[src/rtl/padder_pkg.sv]
// Shared types and elaboration helpers for the pipelined Kogge-Stone adder.
// Latency: n/a (package only).
// Backpressure: n/a (package only).
//   pg_t     : propagate/generate vector pair, sized for the widest legal operand
//   clog2    : ceiling log2 used to count prefix levels
//   calc_lat : pipeline depth in cycles for a given width and levels-per-stage
package padder_pkg;

    localparam int MAX_N = 64;

    typedef struct packed {
        logic [MAX_N-1:0] p;
        logic [MAX_N-1:0] g;
    } pg_t;

    function automatic int clog2(input int value);
        int r;
        int v;
        r = 0;
        v = value - 1;
        while (v > 0) begin
            r = r + 1;
            v = v >> 1;
        end
        return r;
    endfunction

    // One cycle minimum: the output register always exists even when all
    // prefix levels fit in a single stage.
    function automatic int calc_lat(input int n, input int lvl_per_stg);
        int levels;
        int lat;
        levels = clog2(n);
        lat    = (levels + lvl_per_stg - 1) / lvl_per_stg;
        if (lat < 1) begin
            lat = 1;
        end
        return lat;
    endfunction

endpackage

[src/rtl/padder_prefix_level.sv]
// One combinational Kogge-Stone prefix level combining each position with the one DIST below.
// Latency: 0 cycles (pure combinational).
// Backpressure: none; the caller decides where registers go.
//   pg_i : propagate/generate vectors into the level (bits >= N pass through)
//   pg_o : propagate/generate vectors out of the level
module padder_prefix_level
    import padder_pkg::*;
#(
    parameter int N    = 16,
    parameter int DIST = 1
) (
    input  pg_t pg_i,
    output pg_t pg_o
);

    always_comb begin
        // Positions below DIST already hold their full group and pass unchanged.
        pg_o = pg_i;
        for (int i = DIST; i < N; i++) begin
            pg_o.g[i] = pg_i.g[i] | (pg_i.p[i] & pg_i.g[i-DIST]);
            pg_o.p[i] = pg_i.p[i] & pg_i.p[i-DIST];
        end
    end

endmodule

[src/rtl/padder_pipe.sv]
// Pipelined parallel-prefix adder/subtractor with carry in/out, overflow and zero flags.
// Latency: LAT = ceil(clog2(N)/LVL_PER_STG) (min 1) cycles from accept to out_valid; one result per cycle.
// Backpressure: single global advance; every stage holds while out_valid && !out_ready, in_ready follows it.
//   in  : clk, rst (sync, active high), in_valid, A, B, Cin, sub, in_tag, out_ready
//   out : in_ready, out_valid, S, Cout, Ovf, Zero, out_tag
module padder_pipe
    import padder_pkg::*;
#(
    parameter int N           = 16,
    parameter int LVL_PER_STG = 2,
    parameter int TAG_W       = 4
) (
    input  logic             clk,
    input  logic             rst,
    input  logic             in_valid,
    output logic             in_ready,
    input  logic [N-1:0]     A,
    input  logic [N-1:0]     B,
    input  logic             Cin,
    input  logic             sub,
    input  logic [TAG_W-1:0] in_tag,
    output logic             out_valid,
    input  logic             out_ready,
    output logic [N-1:0]     S,
    output logic             Cout,
    output logic             Ovf,
    output logic             Zero,
    output logic [TAG_W-1:0] out_tag
);

    localparam int LOG2N  = clog2(N);
    localparam int LAT    = calc_lat(N, LVL_PER_STG);
    localparam int NREG   = LAT - 1;                 // registers before the output stage
    localparam int NREG_D = (NREG > 0) ? NREG : 1;

    logic adv;
    logic out_valid_q;
    logic [N-1:0] s_q;
    logic cout_q, ovf_q, zero_q;
    logic [TAG_W-1:0] otag_q;

    assign adv       = !out_valid_q || out_ready;
    assign in_ready  = adv;
    assign out_valid = out_valid_q;
    assign S         = s_q;
    assign Cout      = cout_q;
    assign Ovf       = ovf_q;
    assign Zero      = zero_q;
    assign out_tag   = otag_q;

    // Preprocess; Cin is folded into G[0] so no extra prefix position is needed.
    pg_t pre_pg;
    logic [N-1:0] pre_x;
    logic [N-1:0] bx;

    always_comb begin
        bx                = sub ? ~B : B;
        pre_pg            = '0;
        pre_pg.p[N-1:0]   = A | bx;
        pre_pg.g[N-1:0]   = A & bx;
        pre_pg.g[0]       = (A[0] & bx[0]) | ((A[0] | bx[0]) & Cin);
        pre_x             = A ^ bx;
    end

    // Intermediate stage registers; X, Cin and tag ride with their P/G.
    pg_t              pg_q      [NREG_D];
    logic [N-1:0]     x_q       [NREG_D];
    logic             cin_q     [NREG_D];
    logic [TAG_W-1:0] stg_tag_q [NREG_D];
    logic             vld_q     [NREG_D];

    pg_t lvl_in  [LOG2N];
    pg_t lvl_out [LOG2N];

    // A register sits after level k-1 whenever k is a multiple of LVL_PER_STG.
    for (genvar k = 0; k < LOG2N; k++) begin : g_lvl
        if (k == 0) begin : g_first
            assign lvl_in[k] = pre_pg;
        end else if ((k % LVL_PER_STG) == 0) begin : g_staged
            assign lvl_in[k] = pg_q[(k / LVL_PER_STG) - 1];
        end else begin : g_chained
            assign lvl_in[k] = lvl_out[k-1];
        end

        padder_prefix_level #(
            .N    (N),
            .DIST (1 << k)
        ) u_level (
            .pg_i (lvl_in[k]),
            .pg_o (lvl_out[k])
        );
    end

    for (genvar r = 0; r < NREG; r++) begin : g_reg
        logic             vld_d;
        logic             cin_d;
        logic [N-1:0]     x_d;
        logic [TAG_W-1:0] tag_d;

        if (r == 0) begin : g_src_in
            assign vld_d = in_valid;
            assign cin_d = Cin;
            assign x_d   = pre_x;
            assign tag_d = in_tag;
        end else begin : g_src_stg
            assign vld_d = vld_q[r-1];
            assign cin_d = cin_q[r-1];
            assign x_d   = x_q[r-1];
            assign tag_d = stg_tag_q[r-1];
        end

        always_ff @(posedge clk) begin
            if (rst) begin
                vld_q[r] <= 1'b0;
            end else if (adv) begin
                vld_q[r] <= vld_d;
                // Payload only moves with a valid op; bubbles leave it untouched.
                if (vld_d) begin
                    pg_q[r]      <= lvl_out[((r + 1) * LVL_PER_STG) - 1];
                    x_q[r]       <= x_d;
                    cin_q[r]     <= cin_d;
                    stg_tag_q[r] <= tag_d;
                end
            end
        end
    end

    // Final stage: remaining levels, then sum and flags into the output register.
    logic             fin_vld;
    logic             fin_cin;
    logic [N-1:0]     fin_x;
    logic [TAG_W-1:0] fin_tag;
    logic [N-1:0]     fin_g;
    logic [N-1:0]     carry;
    logic [N-1:0]     sum_d;
    logic             cout_d, ovf_d, zero_d;

    if (NREG > 0) begin : g_fin_stg
        assign fin_vld = vld_q[NREG-1];
        assign fin_cin = cin_q[NREG-1];
        assign fin_x   = x_q[NREG-1];
        assign fin_tag = stg_tag_q[NREG-1];
    end else begin : g_fin_in
        assign fin_vld = in_valid;
        assign fin_cin = Cin;
        assign fin_x   = pre_x;
        assign fin_tag = in_tag;
    end

    // After the last level G[i] is the group generate of bits i..0, i.e. carry into i+1.
    assign fin_g  = lvl_out[LOG2N-1].g[N-1:0];
    assign carry  = {fin_g[N-2:0], fin_cin};
    assign sum_d  = fin_x ^ carry;
    assign cout_d = fin_g[N-1];
    assign ovf_d  = carry[N-1] ^ fin_g[N-1];
    assign zero_d = (sum_d == '0);

    always_ff @(posedge clk) begin
        if (rst) begin
            out_valid_q <= 1'b0;
            s_q         <= '0;
            cout_q      <= 1'b0;
            ovf_q       <= 1'b0;
            zero_q      <= 1'b0;
            otag_q      <= '0;
        end else if (adv) begin
            out_valid_q <= fin_vld;
            if (fin_vld) begin
                s_q    <= sum_d;
                cout_q <= cout_d;
                ovf_q  <= ovf_d;
                zero_q <= zero_d;
                otag_q <= fin_tag;
            end
        end
    end

endmodule

[config.mk]
export PLATFORM = sky130hd
export DESIGN_NAME = padder_pipe
export DESIGN_NICKNAME = d
export VERILOG_FILES = /design/src/rtl/padder_pkg.sv /design/src/rtl/padder_prefix_level.sv /design/src/rtl/padder_pipe.sv
export SDC_FILE = /design/constraint.sdc
export NUM_CORES = 1
export LEC_CHECK = 0
export ABC_CLOCK_PERIOD_IN_PS = 4400
export CAP_MARGIN = 20
export CORE_AREA = 2 2 115 117
export DETAILED_ROUTE_END_ITERATION = 16
export DIE_AREA = 0 0 117 119
export PLACE_DENSITY_LB_ADDON = 0.15
export SETUP_SLACK_MARGIN = 0.05
export SKIP_CTS_REPAIR_TIMING = 1
export SLEW_MARGIN = 20
export SYNTH_ARGS = -nofsm -noshare
export SYNTH_HDL_FRONTEND = slang
export SYNTH_SLANG_ARGS = --single-unit
[constraint.sdc]
create_clock -name clk -period 4.4 [get_ports clk]
set_input_delay 0.88 -clock clk [delete_from_list [all_inputs] [get_ports clk]]
set_output_delay 0.88 -clock clk [all_outputs]
set_load 0.005 [all_outputs]
; Word-level counts from Yosys, hierarchy flattened
; Memory sizes are Yosys's and may differ from the RTL's. A register that Yosys moved wholly into a read port is not among the register bits.
; Index checks and enable logic that the tools add are counted.
[word_totals]
reg_bits = 20
latchBits = 0
ram_bits = 54
rom_bits = 0
input_bits = 42
out_inout_bits = 25
word_cells = 172
memories = 5
[classes]
add_sub_neg = 0
n_mul = 0
n_div = 0
order_cmp = 0
n_eq_ne = 0
shifts = 0
n_mux = 12
bitwise_logic = 145
n_reduce_logical = 5
[memory_table]
columns = memory, words, word_bits, rd, rd_ports_with_merged_regs, write_ports, line
row1 = pg_q, 1, 32, 1, 0, 1, padder_pipe.sv:66  ; pg_t pg_q [NREG_D];
row2 = x_q, 1, 16, 1, 0, 1, padder_pipe.sv:67  ; logic [N-1:0] x_q [NREG_D];
row3 = stg_tag_q, 1, 4, 1, 1, 1, padder_pipe.sv:69  ; logic [TAG_W-1:0] stg_tag_q [NREG_D];
row4 = cin_q, 1, 1, 1, 0, 1, padder_pipe.sv:68  ; logic cin_q [NREG_D];
row5 = vld_q, 1, 1, 1, 0, 1, padder_pipe.sv:70  ; logic vld_q [NREG_D];
[op_table]
columns = cell, count
row1 = bitwise AND 1 bit, 88
row2 = OR 1 bit, 51
row3 = bitwise XOR 16 bit, 2
row4 = bitwise AND 16 bit, 1
row5 = zero test 16 bit, 1
row6 = two-way mux 16 bit, 1
row7 = inverter 16 bit, 1
row8 = OR 16 bit, 1
row9 = two-way mux 1 bit, 11
row10 = AND reduction 2 bit, 1
row11 = zero test 1 bit, 1
row12 = logical OR 1 bit, 1
row13 = OR reduction 1 bit, 1
row14 = bitwise XOR 1 bit, 1

; Depth between registers and ports, before layout
; Gate-level depths: netlist of the first run.
[logic_depth]
word_depth = 9
ltp_mapped = 10
depth_no_buf = 8

; By module
; From an unflattened synthesis of the first run, not the netlist that was laid out.
[unflattened]
hier_cells = 881
hier_area_um2 = 10073.4
[by_module_without_submodules]
columns = module, instances, cells_each, area_each_um2, seq_area_each_um2
row1 = padder_pipe, 1, 369, 6269.8, 4984.8
row2 = padder_prefix_level at g_lvl[3].u_level, 1, 128, 960.9, 0.0
row3 = padder_prefix_level at g_lvl[2].u_level, 1, 128, 950.9, 0.0
row4 = padder_prefix_level at g_lvl[1].u_level, 1, 128, 947.2, 0.0
row5 = padder_prefix_level at g_lvl[0].u_level, 1, 128, 944.7, 0.0

; Worst setup path before layout of the first run
; OpenSTA, ideal clock, no wires.
[synth_path]
path_kind = input-to-reg
startpoint = input out_ready
endpoint = memory cin_q[0], enable pin
setup_time_ps = 412
arrival_ps = 2252
required_time_ps = 3988
slack_ps = 1736
stages = 3
path_buffers = 0
path_cell_list = nor2b_1 > inv_2 > and3_1
[synth_via]
elab_chain_cells = 4
[synth_lines]
columns = element, line
row1 = from (decl), padder_pipe.sv:23  ; input logic out_ready,
row2 = logical OR 1 bit, padder_pipe.sv:42  ; assign adv = !out_valid_q || out_ready;
row3 = named net in_ready, padder_pipe.sv:16  ; output logic in_ready,
row4 = two-way mux 1 bit, padder_pipe.sv:115  ; end else if (adv) begin
row5 = two-way mux 1 bit, padder_pipe.sv:113  ; if (rst) begin
row6 = two-way mux 1 bit (implied by the code), padder_pipe.sv:121  ; cin_q[r] <= cin_d;
row7 = to (decl), padder_pipe.sv:68
; The timed path passes the listed nets, and every way through them passes these cells.

; Worst setup path in the final report of the first run
[layout_path]
startpoint = input out_ready
endpoint = output in_ready
[layout_via]
elab_chain_cells = 1
[layout_lines]
columns = element, line
row1 = logical OR 1 bit, padder_pipe.sv:42
row2 = to (decl), padder_pipe.sv:16
; Every way passes these cells.

==> summary.md, run 1 <==
| Metric | Value |
|---|---|
| Run status | `complete, no violations` |
| Register area share after synthesis | `0.5344` |
| Drt total wl | `8.122 mm` |
| Skew final | `0.009298 ns` |
| CORE AREA | `0.01287 sq mm` |
| Top-count cell post-synth | `edfxtp_1` |
| Fin crit share | `0.6905` |
| Warnings from Yosys | `0` |
| Drt via density | `4.367` |
| Initial antenna violation count | `0` |
| Layout Cells excl Fill | `600` |
| Post-synth top area cell | `edfxtp_1` |
| CTS Sinks | `74` |
| Clk buf depth | `2` |
| Syn Area/Cell | `10.72 sq um` |
| Antenna Violating Nets Remaining | `0` |
| MaxCap Viol Count | `0` |
| Min Tclk post-route | `3.038 ns` |
| Routed wire length per instance | `13.54 um` |
| Seq cells post-synth | `74` |
| Yosys top cell area share | `0.4049` |
| # fillers | `1320` |
| P_leak | `1.925 nW` |
| CP Launch Type | `primary input` |
| GRT Overall Usage | `0.1223` |
| Worst slew margin | `0.3577` |
| Synth Area in Adders | `0.1080` |
| Primary FF master, synth | `edfxtp_1` |
| TritonCTS clock tree | `done` |
| Worst-Skew Late Latency | `0.33 ns` |
| Crit path max fanout | `5` |
| Drt first-iter violations | `156` |
| Setup TNS Final | `0 ns` |
| Pwr dens | `387.3 mW/mm^2` |
| Die outline area | `0.01392 sq mm` |
| Post-synthesis simple-gate area fraction | `0.1103` |
| Worst EP arrival | `2.16 ns` |
| Final Hold Fails | `0` |
| Asr flop ratio synth | `0` |
| Crit path buf inv count | `3` |
| Worst EP required | `3.52 ns` |
| First-pass GRT wire length | `13.22 mm` |
| Mapped Cells | `346` |
| CTS root buffer | `clkbuf_16` |
| Slew Limit Fails | `0` |
| CTS clock-pin slew for the worst setup and hold paths | `0.06 ns` |
| H-tree levels | `3` |
| Setup violators final | `0` |
| Vias in the first global route | `2684` |
| Setup CP Type | `in2out` |
| IR drop worst, VDD | `190.5 uV` |
| DR vias | `2620` |
| Peak Freq | `329.1 MHz` |
| Fin nets | `493` |
| Compound-Gate Fraction of Synth Area | `0.1262` |
| Mapped Area | `0.003709 sq mm` |
| Total grt overflow | `0` |
| TritonCTS Buffers | `9` |
| Chip Height | `119 um` |
| Synth top cells by count | `edfxtp_1 (50), inv_1 (49), a21oi_1 (32), ha_1 (32), dfxtp_1 (24)` |
| Largest net degree at the start of global routing | `25` |
| Syn nets | `420` |
| Synth Area in XOR/XNOR | `0.06140` |
| # rows | `42` |
| I/O pin cnt | `67` |
| Worst path slowest cell | `clkdlybuf4s50_1` |
| DRC | `0` |
| Most frequent cell on the critical path | `clkdlybuf4s50_1` |
| Input/output buffers | `66` |
| Mux cell area share after synthesis | `0` |
| Initial Utilization | `0.2880` |
| Post-synth EDFFs | `50` |
| Die Width | `117 um` |
| Delay-heaviest family, CP | `buffers and inverters` |
| Delay of the slowest critical-path stage | `0.46 ns` |
| CP cell instances | `clkdlybuf4s50_1 > nor2b_1 > inv_2 > clkdlybuf4s50_1` |
| Detailed Routing Iterations Pass 1 | `4` |
| Worst-margin pin slew | `0.9604 ns` |
| Largest family of logic cells by synthesized area | `compound AO/OA/AOI/OAI gates` |
| Area growth syn-to-layout | `32.25%` |
| Antenna diodes | `0` |
| RSZ-0062 raised after global routing | `no` |
| CP Capture Type | `primary output` |
| Share of layout cells above drive strength 1 | `0.05896` |
| Hold Crit Class | `reg2reg` |
| Placed Cells incl. Taps | `584` |
| Area contributors post-synth | `edfxtp_1 (40%), dfxtp_1 (13%), ha_1 (11%)` |
| Gpl congestion | `0.7661` |
| DPL Wire Length | `6.238 mm` |
| Post-synth cell types | `35` |
## area by class of cell
type / count / area, sq um / share of cell area
clock buffer: 9 / 225.2 / 0.04592
multi-input combinational: 214 / 1506 / 0.3071
inverter: 50 / 187.7 / 0.03827
tap: 176 / 220.2 / 0.04490
sequential: 74 / 1982 / 0.4041
clock inverter: 7 / 92.59 / 0.01888
timing repair buffer: 70 / 690.7 / 0.1408
## tightest hold or removal path: cells and delay by family, from the launching register on
kind	cells	cell delay (ns)
DFF	1	0.30
AOI/OAI and AO/OA	1	0.05
and+or+nand+nor	1	0.05
## per-stage QoR
stage / hold slack (ns) / area (sq um) / utilization / total power, mW / worst slack (ns)
final: 0.4526 / 4905 / 0.3810 / 1.899 / 1.362
after global routing: 0.4806 / 4905 / 0.3810 / 1.982 / 1.139
after CTS: 0.4553 / 4905 / 0.3810 / 1.915 / 1.310
after detailed placement: 0.4477 / 4587 / 0.3563 / 1.137 / 0.9592
after global placement: 0.4403 / 4587 / 0.3563 / 1.134 / 1.022
after floorplan: 0.4527 / 3709 / - / 1.004 / 1.736
## power breakdown
group / switching (mW) / total, mW / internal, mW
sequential: 0.0247 / 0.831 / 0.806
clock: 0.286 / 0.781 / 0.495
combinational: 0.149 / 0.288 / 0.139
## kinds of logic (layout without fill, tap and decap cells)
kind of cell             count (synthesis)  after routing
AND/OR/NAND/NOR                         83             83
flip-flops                              74             74
AO/OA/AOI/OAI                           73             73
buffers and inverters                   58            136
adder cells (fa/ha/maj)                 32             32
XOR/XNOR                                26             26
## layer usage
| layer | share of wire | wire, um | track usage | up-vias |
|---|---|---|---|---|
| met4 | 0.011 | 92 | 0.04632 | 0 |
| met2 | 0.44 | 3577 | 0.1799 | 69 |
| met3 | 0.045 | 366 | 0.02952 | 6 |
| met5 | 0 | 0 | 0 | - |
| li1 | - | - | - | 1352 |
| met1 | 0.50 | 4085 | 0.1733 | 1193 |
## state kept, by name, indices dropped and copies added, names as in the netlist, 4 cells and up
register / cells
pg_q: 28
S: 16
x_q: 16
out_tag: 4
stg_tag_q: 4
## placed cells by master (no fill, tap or decap), types with 2 or more instances in the layout
cell,synthesis,final
o31ai_1,10,10
dfxtp_1,24,24
inv_1,49,49
nor2_1,21,21
o21bai_1,4,4
ha_1,32,32
xor2_1,21,21
nor3_1,5,5
a21oi_1,32,32
buf_4,0,4
edfxtp_1,50,50
nand3_1,6,6
clkdlybuf4s50_1,0,66
a31oi_1,2,2
clkinvlp_4,0,2
xnor2_1,5,5
nor4_1,12,12
and2_1,2,2
bufinv_16,0,2
a21o_1,4,4
a211oi_1,6,6
a21boi_0,3,3
and3_1,3,2
o21ai_0,3,3
clkbuf_16,0,9
a21boi_1,4,4
nand2_1,23,23
or3_1,7,7
## final timing paths
| check | from | end | slack [ns] | cells after the start |
|---|---|---|---|---|
| max | out_ready | in_ready | 1.36 | 4 |
| min | out_tag[0]$_SDFFE_PP0P_ | out_tag[0]$_SDFFE_PP0P_ | 0.45 | 2 |
| max reg2reg | pg_q[0][25]$_DFFE_PP_ | Zero$_SDFFE_PP0P_ | 2.61 | 5 |
| min reg2reg | out_tag[0]$_SDFFE_PP0P_ | out_tag[0]$_SDFFE_PP0P_ | 0.45 | 2 |
Power figures use the tool's default switching activity.
==> inputs of run 2 (changes only) <==
ABC_CLOCK_PERIOD_IN_PS = 2530   (was 4400)
clock period = 2.53 ns   (was 4.4 ns; I/O delays follow)
==> run 2 against run 1 <==
  * Cell count up 0.83%
  * First-iteration DRC count up 1.9%
  * Critical path depth unchanged
  * Highest routed layer unchanged
  * Final area up 0.61%
  * Via count up 0.46%
  * Clock power up 56%
  * Register-to-register slack worse by 1.8 ns
  * Setup slack worse by 1.1 ns
  * Largest power group unchanged
  * Clock skew down 0.0024 ns
==> summary.md, run 2 (synthesis results as in run 1) <==
| Metric | Value |
|---|---|
| Run status | `complete, no violations` |
| Antenna diodes | `0 (unchanged)` |
| Pwr dens | `644.4 mW/mm^2 (+66%)` |
| CP Launch Type | `primary input` |
| Worst slew margin | `0.4797 (+0.1220)` |
| H-tree levels | `3 (unchanged)` |
| # fillers | `1285 (-2.7%)` |
| Initial antenna violation count | `0 (unchanged)` |
| CTS root buffer | `clkbuf_16` |
| FF/Latch Area | `0.001982 sq mm (unchanged)` |
| Die outline area | `0.01392 sq mm (unchanged)` |
| CORE AREA | `0.01287 sq mm (unchanged)` |
| Gpl congestion | `0.7789 (+1.7%)` |
| DR vias | `2632 (+0.46%)` |
| # rows | `42 (unchanged)` |
| Area after DPL | `0.004649 sq mm (+1.4%)` |
| Min Tclk post-route | `2.237 ns` |
| Drt first-iter violations | `159 (+1.9%)` |
| Setup TNS Final | `0 ns (unchanged)` |
| CP Capture Type | `primary output` |
| Input/output buffers | `66 (unchanged)` |
| Antenna Violating Nets Remaining | `0 (unchanged)` |
| Initial Utilization | `0.2880 (unchanged)` |
| Area of the multi-input gates | `0.001506 sq mm (unchanged)` |
| Peak Freq | `447.0 MHz` |
| Setup CP Type | `in2out` |
| Share of layout cells above drive strength 1 | `0.06760 (+0.008637)` |
| Drt total wl | `8.207 mm (+1.0%)` |
| Total grt overflow | `0 (unchanged)` |
| TritonCTS clock tree | `done` |
| IR drop worst, VDD | `280.2 uV (+47%)` |
| RSZ-0062 raised after global routing | `no` |
| Area growth syn-to-layout | `33.06%` |
| Largest register FFs | `28 (unchanged)` |
| Final instance area | `0.004935 sq mm (+0.61%)` |
| First-pass GRT wire length | `12.95 mm (-2.0%)` |
| DPL Wire Length | `6.332 mm (+1.5%)` |
| Commonest non-fill, non-tap cells in the layout | `clkdlybuf4s50_1 (66), edfxtp_1 (50), inv_1 (49)` |
| Slew Limit Fails | `0 (unchanged)` |
| CTS clock-pin slew for the worst setup and hold paths | `0.05 ns (about the same)` |
| Top reg by flops | `pg_q` |
| Worst-Skew Late Latency | `0.33 ns (about the same)` |
| MaxCap Viol Count | `0 (unchanged)` |
| TritonCTS Buffers | `9 (unchanged)` |
| CTS Sinks | `74 (unchanged)` |
| DRC | `0 (unchanged)` |
| Drt via density | `4.350 (-0.37%)` |
| Chip Height | `119 um (unchanged)` |
| Post-layout util | `0.3833 (+0.002333)` |
| P_leak | `1.947 nW (+1.2%)` |
| Fin nets | `498 (+1.0%)` |
| Final Hold Fails | `0 (unchanged)` |
| Vias in the first global route | `2669 (-0.56%)` |
| Largest net degree at the start of global routing | `47 (+88%)` |
| Worst EP required | `2.02 ns (-1.50 ns)` |
| Skew final | `0.006862 ns (-0.002436 ns)` |
| Crit path max fanout | `5 (unchanged)` |
| Worst-margin pin slew | `0.7775 ns (-0.1829 ns)` |
| Setup violators final | `0 (unchanged)` |
| Hold Crit Class | `reg2reg` |
| Detailed Routing Iterations Pass 1 | `4 (unchanged)` |
| Routed wire length per instance | `13.57 um (+0.21%)` |
| Clk buf depth | `2 (unchanged)` |
| GRT Overall Usage | `0.1217 (-0.0005941)` |
| Fin crit share | `0.8843` |
| Most common cell after layout, fill and taps aside | `clkdlybuf4s50_1` |
| Min Hold Slack | `0.4510 ns (-0.001593 ns)` |
| I/O pin cnt | `67 (unchanged)` |
| Die Width | `117 um (unchanged)` |
| Worst EP arrival | `1.73 ns (-0.43 ns)` |
[run 2: changes by cell type in the layout (fill, tap and decap cells not counted)]
| cell | delta |
|---|---|
| buf_4 | +3 |
| bufinv_16 | -1 |
| inv_6 | -1 |
| clkinv_2 | +2 |
| buf_12 | +2 |
| clkinvlp_4 | -1 |
| clkinv_1 | +1 |
[run 2: stage by stage]
stage | setup slack (ns) | total power, mW | std cells
global placement | 0.1413 | 1.983 | 589
detailed placement | 0.1418 | 1.991 | 589
global route | 0.2240 | 3.329 | 605
finish | 0.2927 | 3.180 | 605
CTS | 0.2826 | 3.216 | 605
floorplan | 0.2402 | 1.746 | 346
[run 2: where the power goes]
group	total (mW)	internal [mW]	switching, mW
logic	0.514	0.253	0.261
clock network	1.22	0.750	0.470
registers	1.45	1.40	0.0432
total	3.18	2.41	0.774
[run 2: path summary, 6_finish.rpt]
| path | slack [ns] | to | cells after the start | start |
|---|---|---|---|---|
| max | 0.29 | in_ready | 4 | out_ready |
| min | 0.45 | out_tag[2]$_SDFFE_PP0P_ | 2 | out_tag[2]$_SDFFE_PP0P_ |
| max reg2reg | 0.76 | Zero$_SDFFE_PP0P_ | 5 | pg_q[0][2]$_DFFE_PP_ |
| min reg2reg | 0.45 | out_tag[2]$_SDFFE_PP0P_ | 2 | out_tag[2]$_SDFFE_PP0P_ |
[run 2: worst max-delay path: stages]
cell and delay (ns):
clkdlybuf4s50_1 0.40, nor2b_1 0.28, inv_2 0.10, clkdlybuf4s50_1 0.45
[run 2: final cells by class]
cell class / instances / share of cell area
clock buffers: 9 / 0.04564
clock inverters: 7 / 0.01217
inverters: 50 / 0.03803
multi-input cells: 214 / 0.3053
flip-flops and latches: 74 / 0.4016
well taps: 176 / 0.04462
repair buffers: 75 / 0.1526
[run 2: layer usage]
metal  up-vias  wire length [um]  track usage
met5         -                 0            0
met4         0               137      0.05515
met3        10               336      0.02036
met2        59              3691       0.1915
met1      1196              4041       0.1630
li1       1367                 -            -
